$ cat src/rtl/wb_regfile.sv
// 32-entry GPR file fed by the WB stage. Two combinational ID read ports with optional write-first bypass,
// plus a debug port. Entry 0 reads as zero. A commit counter tracks retired writes.
module wb_regfile #(
    parameter int DATA_W = 32,
    parameter int ADDR_W = 5,
    parameter int BYPASS = 1,
    parameter int CNT_W  = 16
) (
    input  logic              clk,
    input  logic              rst_n,
    input  logic              ife_wb,
    input  logic [ADDR_W-1:0] Ri_wb,
    input  logic [DATA_W-1:0] write_wb,
    input  logic [ADDR_W-1:0] Rs_id,
    input  logic [ADDR_W-1:0] Rt_id,
    output logic [DATA_W-1:0] rs_data,
    output logic [DATA_W-1:0] rt_data,
    input  logic [ADDR_W-1:0] dbg_addr,
    output logic [DATA_W-1:0] dbg_data,
    output logic [CNT_W-1:0]  wr_count,
    output logic [ADDR_W-1:0] wr_last
);

    localparam int DEPTH = 2 ** ADDR_W;

    logic [DATA_W-1:0] mem [DEPTH];
    logic              commit;

    assign commit = ife_wb && (Ri_wb != '0);

    always_ff @(posedge clk or negedge rst_n) begin
        if (!rst_n) begin
            for (int i = 0; i < DEPTH; i++) begin
                mem[i] <= '0;
            end
            wr_count <= '0;
            wr_last  <= '0;
        end else if (commit) begin
            mem[Ri_wb] <= write_wb;
            wr_count   <= wr_count + CNT_W'(1);
            wr_last    <= Ri_wb;
        end
    end

    // Bypass only matters for a real commit; a write aimed at r0 must never leak onto the read ports.
    always_comb begin
        rs_data = '0;
        if (Rs_id != '0) begin
            if ((BYPASS != 0) && commit && (Ri_wb == Rs_id)) begin
                rs_data = write_wb;
            end else begin
                rs_data = mem[Rs_id];
            end
        end
    end

    always_comb begin
        rt_data = '0;
        if (Rt_id != '0) begin
            if ((BYPASS != 0) && commit && (Ri_wb == Rt_id)) begin
                rt_data = write_wb;
            end else begin
                rt_data = mem[Rt_id];
            end
        end
    end

    always_comb begin
        dbg_data = '0;
        if (dbg_addr != '0) begin
            dbg_data = mem[dbg_addr];
        end
    end

endmodule

$ cat config.mk
export PLATFORM = sky130hd
export DESIGN_NAME = wb_regfile
export DESIGN_NICKNAME = d
export VERILOG_FILES = /design/src/rtl/wb_regfile.sv
export SDC_FILE = /design/constraint.sdc
export NUM_CORES = 2
export LEC_CHECK = 0
export CORE_ASPECT_RATIO = 0.75
export CORE_MARGIN = 5
export CORE_UTILIZATION = 40
export DETAILED_ROUTE_END_ITERATION = 6
export PLACE_DENSITY = 0.58
export SLEW_MARGIN = 20
export SYNTH_ARGS = -nofsm -noshare
export SYNTH_HDL_FRONTEND = slang
export SYNTH_SLANG_ARGS = --single-unit
$ cat constraint.sdc
create_clock -name clk -period 3.95 [get_ports clk]
set_input_delay 0.79 -clock clk [delete_from_list [all_inputs] [get_ports clk]]
set_output_delay 0.79 -clock clk [all_outputs]
set_load 0.005 [all_outputs]
**Yosys cells after proc, flatten, opt, wreduce, memory -nomap -nowiden**

Index checks and enable logic that the tools add are counted.
W data, S select, Z words.

- Output and inout bits: 117
- Register bits: 1045
- Input port bits: 55
- Word-level logic and storage cells: 71

- Bitwise logic cells: 4
- Equal/unequal tests: 2
- $add $sub $neg: 1
- Order comparisons: 5
- Reductions and logical operators: 8
- Mux-type cells: 17

Operator list:

| kind | count |
|---|---|
| $bwmux W1024 | 1 |
| $bmux W32 S5 | 3 |
| $mux W32 | 12 |
| $demux W32 S5 | 1 |
| $ge A6 B6 Y1 const B | 4 |
| $not A5 Y6 | 4 |
| $reduce_bool A5 Y1 | 4 |
| $add A16 B1 Y16 const B | 1 |
| $eq A5 B5 Y1 | 2 |
| $lt A6 B1 Y1 const B | 1 |
| $logic_and A1 B1 Y1 | 4 |

**Logic depth before layout (Yosys ltp)**

- Depth in word-level cells: 6
- Depth in mapped cells: 11
- Depth with buffers taken out: 6

**Worst setup path before layout**

OpenSTA, ideal clock, no wires.

- Path kind: input -> output
- Start point: input port dbg_addr[0]
- End point: output port dbg_data[10]
- Cell stages on the path: 7
- Arrival: 2.693 ns
- Required time: 3.160 ns
- Path slack: 0.467 ns
- Path buffers: 3
- Cell sequence: clkbuf_1 > buf_2 > buf_2 > mux4_2 > mux4_2 > mux2i_1 > nor2_1

- Longest elaborated chain between the ends: 5
- Elaborated cells on any way between the ends: 6

Ends and longest elaborated chain:

| item | line | source |
|---|---|---|
| start, declared | 18 | `input logic [ADDR_W-1:0] dbg_addr,` |
| $not A5 Y6 (implied by the code) | 71 | `dbg_data = mem[dbg_addr];` |
| $bmux W32 S5 | 71 |  |
| $mux W32 (implied by the code) (2 in series) | 71 |  |
| $mux W32 (*) | 70 | `if (dbg_addr != '0) begin` |
| end, declared | 19 | `output logic [DATA_W-1:0] dbg_data,` |

Every way passes the cells marked *; elsewhere a longest branch is shown, timed or not. The select of a mux whose other input is x is not followed.

**Worst setup path after layout**

- Start point: input port dbg_addr[0]
- End point: output port dbg_data[4]

Same word-level chain as after synthesis.

==> impl_metrics.tcl <==
set metrics [dict create \
    reg2reg_slack_ns 2.24 \
    route.vias.total 45700 \
    r2r-start "wr_count[4]" \
    crit_path_start "dbg_addr[0]" \
    drt_iter0_markers 5232 \
    skew_ns 0.00960 \
    instances_no_fill 6969 \
    slowest_stage "mux4_2" \
    cp.required_ns 3.16 \
    final.setup.tns_ns 0 \
    cts_inserted_buffers 112 \
    track_usage_pct 28.3 \
    timing.final.ws_setup_ns 0.00385 \
    setup_viol 0 \
    r2r-end "wr_count[13]" \
    die_h_um 357 \
    synth_edf_count 0 \
    dp.cells 6673 \
    wirelength_um 242000 \
    gp_congestion 0.859 \
    cp_cell_sequence "buf_16 > buf_16 > buf_12 > mux4_2 > mux4_2 > mux2i_2 > buf_4 > nor2_1 > clkdlybuf4s50_1" \
    tightest_slew_ns 0.758 \
    avgSynthCellArea_um2 14.8 \
    status "completed" \
    worstPathMaxFanout 6 \
    path_class "primary input to output port" \
    dp_worst_setup_slack_ns -0.737 \
    fillers 13600 \
    slowest_delay_ns 0.53 \
    period_share_pct 99.9 \
    drcViolationCount 0 \
    maxSlewHeadroom_pct 49.4 \
    grt_pass1_vias 45400 \
    ios 172 \
    crit_arrival_ns 3.16 \
    hold_violations 0 \
    crit_buf_inv 5 \
    finalCriticalPeriod_ns 3.95 \
    seq_area_frac_synth_pct 40.8 \
    yosysUniqueCellTypes 56 \
    wl_per_cell_um 34.7 \
    syn2layout_area_growth_pct 22.0 \
    cap_viol_max_count 0 \
    ant_nets 0 \
    leakagePower_nw 33.3 \
    viasPerCell 6.56 \
    coreArea_um2 160000 \
    nets 4804 \
    cts_tree "built" \
    dieArea_um2 168000 \
    io_buffers 171 \
    fmax_ghz 0.253 \
    place_hpwl_um 155000 \
    synth_seq_cells 1045 \
    vdd_ir_drop_max_mv 0.391 \
    cts.sinks 1045 \
    antenna_found_initial 4 \
    syn_nets 4381 \
    cts_root_buffer "clkbuf_16" \
    drive_gt1_share_pct 57.3 \
    drtPass1Iterations 5 \
    synth_area_um2 64100 \
    async_flop_share_pct 100 \
    clk-insertion-delay-late_ns 0.73 \
    ys_warn_count 0 \
    ys.flop_type "dfrtp_1" \
    initial_core_util_pct 40.2 \
    slew_viol_final 0 \
    cp-end-kind "output port" \
    cts.reportedPaths.clkPinSlew_ns 0.06 \
    synth_cells 4325 \
    grt_max_degree 108 \
    worstRegToRegCells 4 \
    overflow 0 \
    h-tree-depth 3 \
    crit_family "multiplexers" \
    worstSetupStartpointType "primary input" \
    powerDensity_nw_per_um2 455 \
    min_path_type "primary input to asynchronous set/reset pin" \
    rows 127 \
    rsz0062_at_grt "false" \
    die_w_um 472 \
    power_mw 35.6 \
    grt_pass1_wl_um 346000 \
    cts-hold-fix-buffers 0 \
    cts_max_path_buffers 3 \
]
metrics by stage:
stage / util, % / hold slack [ns] / instance area, um2
2_1_floorplan: - / 0.458 / 64100
3_3_place_gp: 45.6 / 0.396 / 72800
3_5_place_dp: 45.6 / 0.403 / 72800
4_1_cts: 48.5 / 0.0492 / 77300
5_1_grt: 49.0 / 0.0700 / 78200
6_report: 49.0 / 0.0614 / 78200
area by class of cell:
type                    count  area, um2  area share [%]
well taps                2128       2660            3.40
repair buffers            820       9220            11.8
clock inverters            53        549           0.702
diodes                      1       2.50         0.00320
clock buffers             153       3260            4.17
inverters                   5       25.0          0.0320
multi-input cells        2764      36400            46.5
flip-flops and latches   1045      26200            33.4
worst max-delay path by stage:
| stage | endpoint | slack (ns) | depth (start not counted) |
|---|---|---|---|
| floorplan | dbg_data[10] | 0.47 | 7 |
| global placement | rs_data[14] | -0.77 | 11 |
| detailed placement | rt_data[31] | -0.74 | 10 |
| CTS | dbg_data[29] | -0.08 | 8 |
| global route | dbg_data[4] | 0.001 | 9 |
| finish | dbg_data[4] | 0.004 | 9 |
where the power goes:
part | total (mW) | switching (mW) | internal [mW]
registers | 14.7 | 2.00 | 12.7
logic | 9.75 | 3.79 | 5.96
clock network | 11.1 | 4.75 | 6.35
total | 35.6 | 10.5 | 25.1
cells in the final DEF (no fill, tap or decap), drive strengths merged, types with 10 or more instances in the layout:
master / Yosys / routed
dlygate4sd2: 0 / 27
clkdlybuf4s50: 0 / 85
mux2i: 233 / 233
nand3: 33 / 33
clkinv: 2 / 32
a21oi: 81 / 81
a211oi: 46 / 46
mux2: 990 / 990
nor3: 11 / 11
nor2b: 33 / 33
a32oi: 14 / 14
clkbuf: 301 / 166
mux4: 782 / 782
and2: 20 / 20
xnor2: 16 / 16
clkinvlp: 0 / 10
buf: 210 / 677
a221oi: 65 / 65
o21ai: 73 / 73
dfrtp: 1045 / 1045
nor2: 91 / 91
dlymetal6s2s: 0 / 13
a22oi: 41 / 41
a221o: 26 / 26
nand2: 119 / 119
a31oi: 13 / 13
cells by family (layout without fill, tap and decap cells):
group / count (synthesis) / count (layout) / share of synthesized area, %
muxes: 2005 / 2005 / 48.5
DFF: 1045 / 1045 / 40.8
buffers and inverters: 516 / 1031 / 3.63
AOI/OAI and AO/OA: 384 / 384 / 4.16
and+or+nand+nor: 349 / 349 / 2.58
xor gates and xnor gates: 25 / 25 / 0.341
adders and majority gates: 1 / 1 / 0.0195
other: 0 / 1 / 0
state kept, by name (all words and copies together), names as in the netlist:
signal and cells:
mem 1024, wr_count 16, wr_last 5
cell usage after synthesis, drive strengths merged, types with 2 or more instances:
cell / n / area (um2)
nand3: 33 / 165
o21ai: 73 / 365
o21a: 3 / 22.5
a211o: 9 / 78.8
nand3b: 6 / 45.0
nor4: 4 / 31.3
clkbuf: 301 / 1130
xor2: 9 / 78.8
or3b: 2 / 17.5
xnor2: 16 / 140
nor2: 91 / 342
a22o: 2 / 17.5
nor4bb: 2 / 20.0
and2: 20 / 125
mux2i: 233 / 2330
or3: 2 / 17.5
a221o: 26 / 260
a211oi: 46 / 345
mux4: 782 / 17600
nand4: 6 / 37.5
a22oi: 41 / 308
mux2: 990 / 11100
dfrtp: 1045 / 26200
nand2: 119 / 447
a32oi: 14 / 123
clkinv: 2 / 7.51
inv: 3 / 11.3
or2: 3 / 18.8
a221oi: 65 / 569
a31oi: 13 / 81.3
o32ai: 2 / 17.5
nor3: 11 / 55.1
buf: 210 / 1180
a21oi: 81 / 405
o22a: 3 / 26.3
o211ai: 3 / 22.5
nor2b: 33 / 206
and3: 8 / 50.1
nor3b: 5 / 37.5
repair_timing:
action	in CTS	in global routing
gates resized for setup	226	67
setup buffers	34	44
pin swaps	25	10
setup endpoints to repair	94	76
endpoints found under the hold margin	0	0
gates cloned	7	11
layer usage:
layer / up-vias / global-route usage [%] / wire length [um] / part of all wire [%]
li1: 18100 / - / - / -
met3: 412 / 6.58 / 23700 / 9.8
met1: 24800 / 41.6 / 104000 / 43
met2: 2456 / 42.0 / 107000 / 44
met5: - / 0 / 0 / 0
met4: 0 / 7.93 / 7770 / 3.2
(Power assumes the default switching activity.)
